==> src/rtl/ram_loader_if.sv <==
// Byte-stream input and RAM port B write bundle for ram_loader.
// The loader takes the slave modport; the source or bench takes the master modport.
interface ram_loader_if;
    logic        in_valid;
    logic [7:0]  in_data;
    logic        in_last;
    logic        in_ready;
    logic        wr_en_b;
    logic [31:0] address_b;
    logic [7:0]  data_b;

    modport master (
        output in_valid, in_data, in_last,
        input  in_ready, wr_en_b, address_b, data_b
    );

    modport slave (
        input  in_valid, in_data, in_last,
        output in_ready, wr_en_b, address_b, data_b
    );
endinterface

==> src/rtl/ram_loader.sv <==
// Boot loader: streams bytes into RAM port B from address 0 and holds the core in reset until done.
// Optional macro LOADER_CHECKSUM_EN builds the mod-256 byte-sum register.
module ram_loader #(
    parameter int DEPTH       = 256,
    parameter int HOLD_CYCLES = 4
) (
    input  logic         clk,
    input  logic         rst,
    ram_loader_if.slave  bus,
    input  logic         reload_i,
    output logic         cpu_rst_o,
    output logic         done_o,
    output logic         full_o,
    output logic [31:0]  byte_count_o,
    output logic [7:0]   checksum_o
);
    localparam int PW = $clog2(DEPTH + 1);
    localparam int HW = $clog2(HOLD_CYCLES + 1);

    typedef enum logic [1:0] {LOAD, HOLD, RUN} state_t;

    state_t        state_q, state_d;
    logic [PW-1:0] ptr_q, ptr_d;
    logic [31:0]   count_q, count_d;
    logic [HW-1:0] hold_q, hold_d;
    logic          full_q, full_d;
    logic          wr_en_q, wr_en_d;
    logic [31:0]   addr_q, addr_d;
    logic [7:0]    data_q, data_d;
    logic          accept;

    assign accept = bus.in_valid && (state_q == LOAD);

    always_comb begin
        state_d = state_q;
        ptr_d   = ptr_q;
        count_d = count_q;
        hold_d  = hold_q;
        full_d  = full_q;
        wr_en_d = 1'b0;
        addr_d  = addr_q;
        data_d  = data_q;
        case (state_q)
            LOAD: begin
                if (accept) begin
                    wr_en_d = 1'b1;
                    addr_d  = 32'(ptr_q);
                    data_d  = bus.in_data;
                    ptr_d   = ptr_q + PW'(1);
                    count_d = count_q + 32'd1;
                    if (bus.in_last || ptr_q == PW'(DEPTH - 1)) begin
                        state_d = HOLD;
                        hold_d  = '0;
                        full_d  = !bus.in_last;
                    end
                end
            end
            HOLD: begin
                // Release lands HOLD_CYCLES+1 edges after the final accept.
                if (hold_q == HW'(HOLD_CYCLES)) begin
                    state_d = RUN;
                end else begin
                    hold_d = hold_q + HW'(1);
                end
            end
            RUN: begin
                if (reload_i) begin
                    state_d = LOAD;
                    ptr_d   = '0;
                    count_d = '0;
                    full_d  = 1'b0;
                end
            end
            default: state_d = LOAD;
        endcase
    end

    always_ff @(posedge clk or posedge rst) begin
        if (rst) begin
            state_q <= LOAD;
            ptr_q   <= '0;
            count_q <= '0;
            hold_q  <= '0;
            full_q  <= 1'b0;
            wr_en_q <= 1'b0;
            addr_q  <= '0;
            data_q  <= '0;
        end else begin
            state_q <= state_d;
            ptr_q   <= ptr_d;
            count_q <= count_d;
            hold_q  <= hold_d;
            full_q  <= full_d;
            wr_en_q <= wr_en_d;
            addr_q  <= addr_d;
            data_q  <= data_d;
        end
    end

`ifdef LOADER_CHECKSUM_EN
    logic [7:0] sum_q, sum_d;

    always_comb begin
        sum_d = sum_q;
        if (accept) begin
            sum_d = sum_q + bus.in_data;
        end else if (state_q == RUN && reload_i) begin
            sum_d = '0;
        end
    end

    always_ff @(posedge clk or posedge rst) begin
        if (rst) begin
            sum_q <= '0;
        end else begin
            sum_q <= sum_d;
        end
    end

    assign checksum_o = sum_q;
`else
    assign checksum_o = 8'h00;
`endif

    // Handshake and core control are pure state decodes so reset acts on them immediately.
    assign bus.in_ready  = (state_q == LOAD);
    assign bus.wr_en_b   = wr_en_q;
    assign bus.address_b = addr_q;
    assign bus.data_b    = data_q;
    assign cpu_rst_o     = (state_q != RUN);
    assign done_o        = (state_q == RUN);
    assign full_o        = full_q;
    assign byte_count_o  = count_q;
endmodule
==> src/flat_wrapper.sv <==
// flat-port wrapper written by rule: the top's interface ports become plain ports
module ram_loader_flat 
#(
    parameter int DEPTH       = 256,
    parameter int HOLD_CYCLES = 4
)
  (clk, rst, reload_i, cpu_rst_o, done_o, full_o, byte_count_o, checksum_o, bus_in_valid, bus_in_data, bus_in_last, bus_in_ready, bus_wr_en_b, bus_address_b, bus_data_b);
  ram_loader_if bus_i ();
  input  logic clk;
  input  logic rst;
  input  logic reload_i;
  output logic cpu_rst_o;
  output logic done_o;
  output logic full_o;
  output logic [31:0] byte_count_o;
  output logic [7:0] checksum_o;
  input wire logic [$bits(bus_i.in_valid)-1:0] bus_in_valid;
  input wire logic [$bits(bus_i.in_data)-1:0] bus_in_data;
  input wire logic [$bits(bus_i.in_last)-1:0] bus_in_last;
  output wire logic [$bits(bus_i.in_ready)-1:0] bus_in_ready;
  output wire logic [$bits(bus_i.wr_en_b)-1:0] bus_wr_en_b;
  output wire logic [$bits(bus_i.address_b)-1:0] bus_address_b;
  output wire logic [$bits(bus_i.data_b)-1:0] bus_data_b;
  assign bus_i.in_valid = bus_in_valid;
  assign bus_i.in_data = bus_in_data;
  assign bus_i.in_last = bus_in_last;
  assign bus_in_ready = bus_i.in_ready;
  assign bus_wr_en_b = bus_i.wr_en_b;
  assign bus_address_b = bus_i.address_b;
  assign bus_data_b = bus_i.data_b;
  ram_loader #(.DEPTH(DEPTH), .HOLD_CYCLES(HOLD_CYCLES)) u_core (.clk(clk), .rst(rst), .bus(bus_i), .reload_i(reload_i), .cpu_rst_o(cpu_rst_o), .done_o(done_o), .full_o(full_o), .byte_count_o(byte_count_o), .checksum_o(checksum_o));
endmodule
==> config.mk <==
export PLATFORM = sky130hd
export DESIGN_NAME = ram_loader_flat
export DESIGN_NICKNAME = d
export VERILOG_FILES = /design/src/rtl/ram_loader_if.sv /design/src/rtl/ram_loader.sv /design/src/flat_wrapper.sv
export SDC_FILE = /design/constraint.sdc
export NUM_CORES = 1
export LEC_CHECK = 0
export CAP_MARGIN = 0
export CORE_ASPECT_RATIO = 1.75
export CORE_MARGIN = 2
export CORE_UTILIZATION = 47
export CTS_BUF_LIST = sky130_fd_sc_hd__clkbuf_16
export CTS_CLUSTER_SIZE = 14
export DETAILED_ROUTE_END_ITERATION = 10
export PLACE_DENSITY = 0.8
export SETUP_SLACK_MARGIN = 0.05
export SLEW_MARGIN = 20
export SYNTH_ARGS = -nofsm -noshare
export SYNTH_HDL_FRONTEND = slang
export SYNTH_SLANG_ARGS = --single-unit
==> constraint.sdc <==
create_clock -name clk -period 2.4 [get_ports clk]
set_input_delay 0.24 -clock clk [delete_from_list [all_inputs] [get_ports clk]]
set_output_delay 0.24 -clock clk [all_outputs]
set_load 0.005 [all_outputs]
; Word-level counts from Yosys, hierarchy flattened
; Index checks and enable logic that the tools add are counted.
; Widths: inputs -> output; s select.
[totals]
reg_bits = 65
inputBits = 13
output_inout_bits = 85
elab_cells = 53
[classes]
addsub = 3
eq_ne = 10
n_mux = 21
n_reduce_logical = 11
[ops]
columns = cell, n
row1 = $mux 32, 2
row2 = $pmux 32 s2, 1
row3 = $add 32x1->32 const B, 1
row4 = $mux 9, 2
row5 = $pmux 9 s2, 1
row6 = $reduce_and 4->1, 3
row7 = $add 9x1->9 const B, 1
row8 = $eq 9x8->1 const B, 1
row9 = $mux 3, 3
row10 = $mux 2, 4
row11 = $ne 2x1->1 const B, 3
row12 = $ne 2x2->1 const B, 3
row13 = $pmux 2 s3, 1
row14 = $pmux 3 s2, 1
row15 = $mux 1, 5
row16 = $reduce_bool 2->1, 2
row17 = $add 3x1->3 const B, 1
row18 = $eq 3x3->1 const B, 1
row19 = $reduce_and 3->1, 1
row20 = $eq 2x1->1 const B, 1
row21 = $eq 2x2->1 const B, 1
row22 = $logic_not 2->1, 1
row23 = $pmux 1 s2, 1
row24 = $reduce_and 2->1, 1
row25 = other kinds (3), 3

; Logic depth before layout (Yosys ltp)
[depth]
ltp_word = 5
depth_mapped = 8
depth_no_buf = 8

; Worst setup path after synthesis
; OpenSTA, ideal clock, no wires.
[synth_timing]
path_type = reg2reg
from = register u_core.count_q[0] (netlist: u_core.byte_count_o[0])
to = register u_core.count_q[26] (netlist: u_core.byte_count_o[26])
setup_ns = 0.078
arrival_ns = 1.685
required_time_ns = 2.322
path_slack_ns = 0.637
path_stages_with_launch = 7
path_buffers = 0
period_less_slack_ns = 1.763
path_cell_list = dfrtp_1 > ha_1 > nand3_1 > nor4_2 > nand3_1 > or3_1 > a21oi_1
[synth_via]
elab_chain_len = 3
[synth_rtl]
columns = item, line_no
row1 = from (decl), ram_loader.sv:24  ; logic [31:0] count_q, count_d;
row2 = from (signal assigned), ram_loader.sv:91  ; count_q <= count_d;
row3 = $add 32x1->32, ram_loader.sv:50  ; count_d = count_q + 32'd1;
row4 = $mux 32, ram_loader.sv:45  ; if (accept) begin
row5 = $pmux 32 s2, ram_loader.sv:43  ; case (state_q)
; Every way passes these cells. The select of a mux whose other input is x is not followed.
; A chain may end at the register's enable or synchronous reset.

; Final worst setup path
[layout_timing]
from = register u_core.count_q[0] (netlist: u_core.byte_count_o[0])
to = register u_core.count_q[28] (netlist: u_core.byte_count_o[28])
; The elaborated chain is that of the path after synthesis.

==> flow_summary.ini <==
[run_status]
status = complete, no violations

[floorplanning]
die_width_um = 66.8
design.die.area_um2 = 7610
design.core.area_um2 = 6760
fp.dieH_um = 114
io-pin-count = 98
start_util = 0.480
core.rowCount = 40

[finish]
nets = 439
post_route_cells_drive_above_1_share = 0.0824
fillCellCount = 579
areaGrowthSynthToFinish_pct = 29.9
final-seq-area_um2 = 1630
finalNonFillerCells = 509
antennaDiodeCount = 0
multi_input_area_um2 = 1430

[logic_synthesis]
netlist_area_um2 = 3250
synthCells = 345
post-synth-top-area-fraction = 0.501
yosys.cell_count.top_type = sky130_fd_sc_hd__nand2_1
synth.area.top_cells = sky130_fd_sc_hd__dfrtp_1, sky130_fd_sc_hd__nand2_1, sky130_fd_sc_hd__buf_4
dominantRegCellSynth = sky130_fd_sc_hd__dfrtp_1
async_flop_share = 1.00
synth.distinct_cells = 37
ys_ff_latch = 65
netlist_top_cells_count = sky130_fd_sc_hd__nand2_1, sky130_fd_sc_hd__dfrtp_1, sky130_fd_sc_hd__nor2_1
synth_enable_flop_cells = 0
yosysTopAreaCell = sky130_fd_sc_hd__dfrtp_1
yosys_warnings = 0
sequential_element_share_of_the_synthesized_area = 0.501
synth_area_per_cell_um2 = 9.41

[drt]
dr.pass1.iters = 6
routed_wire_length_um = 6970
post_drt_wl_per_cell_um = 13.7
detail_route.iter0.violations = 230
post_drt_via_cell_ratio = 5.09
drt_drc_violations_left = 0
detailroute.via_count = 2593
drt.antenna.violating_nets = 0

[timing]
fin_crit_ns = 2.02
finalHoldViolCount = 0
rsz0062_at_grt = false
fin_skew_ns = 0.00358
fmax_ghz = 0.496
max_slew.worst_pin.slew_ns = 0.738
whs_ns = 0.280
final-setup-viol-count = 0
final.setup.tns_ns = 0
finalCritPeriodShare = 0.841
max_slew_headroom = 0.504
drv_slew = 0

[power_and_ir_drop]
report.power.total_mw = 3.92
max-vdd-ir-drop_mv = 0.763
pwrdens_nw_per_um2 = 929
static-leakage-power_nw = 2.02

[global_route]
via_count_of_the_first_global_routing_pass = 2499
antenna_found_initial = 0
grt_first_pass_wirelength_um = 11800
grt_start_max_net_pins = 42
total_global_routing_overflow = 0
grt_use_total = 0.204

[clocking]
post_cts_resize_count = 0
postCtsSetupRepairBufs = 0
worstSkewPairLatency_ns = 0.33
cts_num_sinks = 65
cts-buffers-inserted = 9
tritoncts_clock_tree = done
clk_transition_reported_paths_ns = 0.05
maximum_number_of_buffers_from_clock_root_to_sink = 2
clockRootBuffer = sky130_fd_sc_hd__clkbuf_16
postCtsHoldBufs = 0
cts_htree_levels = 3

[min_path]
worst_hold_path_type = in2async

[critical_path]
startpoint_type = flop
crit_required_ns = 2.65
worst_ep_arrival_time_ns = 2.27
endpoint_kind = flop
critical_setup_path_kind = reg2reg
path_max_fanout = 6

[placed_design]
hpwlAfterDp_um = 5030
portbufs = 66
routabilityCongestion = 0.814
placedCellCount = 494

[flow_run]
drv_cap = 0
-- power by group --
part	switching, mW	total, mW	internal [mW]
Clock	0.448	1.23	0.783
Combinational	0.501	1.09	0.585
Sequential	0.247	1.60	1.35
-- cells by family (layout without fill, tap and decap cells) --
| logic type | count (synthesis) | count (layout) | synth area share |
|---|---|---|---|
| AOI/OAI and AO/OA | 18 | 18 | 0.0316 |
| xor gates and xnor gates | 33 | 33 | 0.0891 |
| adders and majority gates | 5 | 5 | 0.0193 |
| buffers and inverters | 48 | 98 | 0.0921 |
| DFF | 65 | 65 | 0.501 |
| muxes | 2 | 2 | 0.00771 |
| other | 1 | 31 | 0.00116 |
| and+or+nand+nor | 173 | 173 | 0.258 |
-- area by class of cell --
type                            instances  share of cell area
Multi-Input combinational cell        262               0.340
Sequential cell                        65               0.386
Timing Repair Buffer                   76               0.177
Clock buffer                            9              0.0534
Tap cell                               84              0.0249
Inverter                                7             0.00623
Clock inverter                          6              0.0125
-- final timing paths --
check,from,end,slack (ns),cells after the start
min reg2reg,u_core.bus.data_b[3],u_core.bus.data_b[3],0.47,2
max reg2reg,u_core.byte_count_o[0],u_core.byte_count_o[28],0.38,6
min,rst,u_core.bus.address_b[5],0.28,2
min in group clk,bus_in_data[3],u_core.bus.data_b[3],0.43,3
max,u_core.byte_count_o[0],u_core.byte_count_o[28],0.38,6
max in group asynchronous,rst,u_core.ptr_q[3],1.51,3
-- per-layer routing --
| layer | share of wire | GRT usage | vias up | routed length, um |
|---|---|---|---|---|
| met5 | 0 | 0 | - | 0 |
| met2 | 0.53 | 0.341 | 104 | 3690 |
| met1 | 0.38 | 0.240 | 1252 | 2660 |
| met4 | 0.014 | 0.0762 | 0 | 98 |
| li1 | - | - | 1225 | - |
| met3 | 0.074 | 0.0651 | 12 | 512 |
-- worst max-delay path, stage by stage, from the launching register on --
cell,delay (ns)
sky130_fd_sc_hd__dfrtp_1,0.43
sky130_fd_sc_hd__ha_1,0.21
sky130_fd_sc_hd__nand3_1,0.15
sky130_fd_sc_hd__nor4_2,0.46
sky130_fd_sc_hd__nand3_1,0.18
sky130_fd_sc_hd__or3_1,0.37
sky130_fd_sc_hd__a21oi_1,0.14
-- flip-flops by register name, indices dropped and copies added (netlist names) --
register,count
u_core.ptr_q,9
u_core.bus.data_b,8
u_core.bus.address_b,9
u_core.bus.wr_en_b,1
u_core.byte_count_o,32
u_core.full_o,1
u_core.hold_q,3
u_core.state_q,2
-- through the flow --
| stage | setup WS [ns] | utilization | cell area (um2) |
|---|---|---|---|
| global placement | 0.385 | 0.583 | 3940 |
| finish | 0.383 | 0.624 | 4220 |
| floorplan | 0.534 | - | 3360 |
| detailed placement | 0.346 | 0.583 | 3940 |
| CTS | 0.423 | 0.624 | 4220 |
| global route | 0.209 | 0.624 | 4220 |
-- placed cells by master, fill, tap and decap left out, drive strengths merged, types with 2 or more instances in the layout --
cell type / count
nor2: 43
and2: 4
conb: 31
nand2b: 2
nor2b: 2
ha: 5
and4: 4
or2: 2
or3: 3
a22o: 2
clkbuf: 9
nand3: 15
o21ai: 8
clkinv: 3
and3: 8
xnor2: 9
nor4: 2
nor3: 5
nand2: 67
xor2: 24
clkdlybuf4s50: 66
a21oi: 5
inv: 9
o22ai: 2
dfrtp: 65
nand4: 15
buf: 10
No activity file was read; power rests on OpenSTA's default activity.
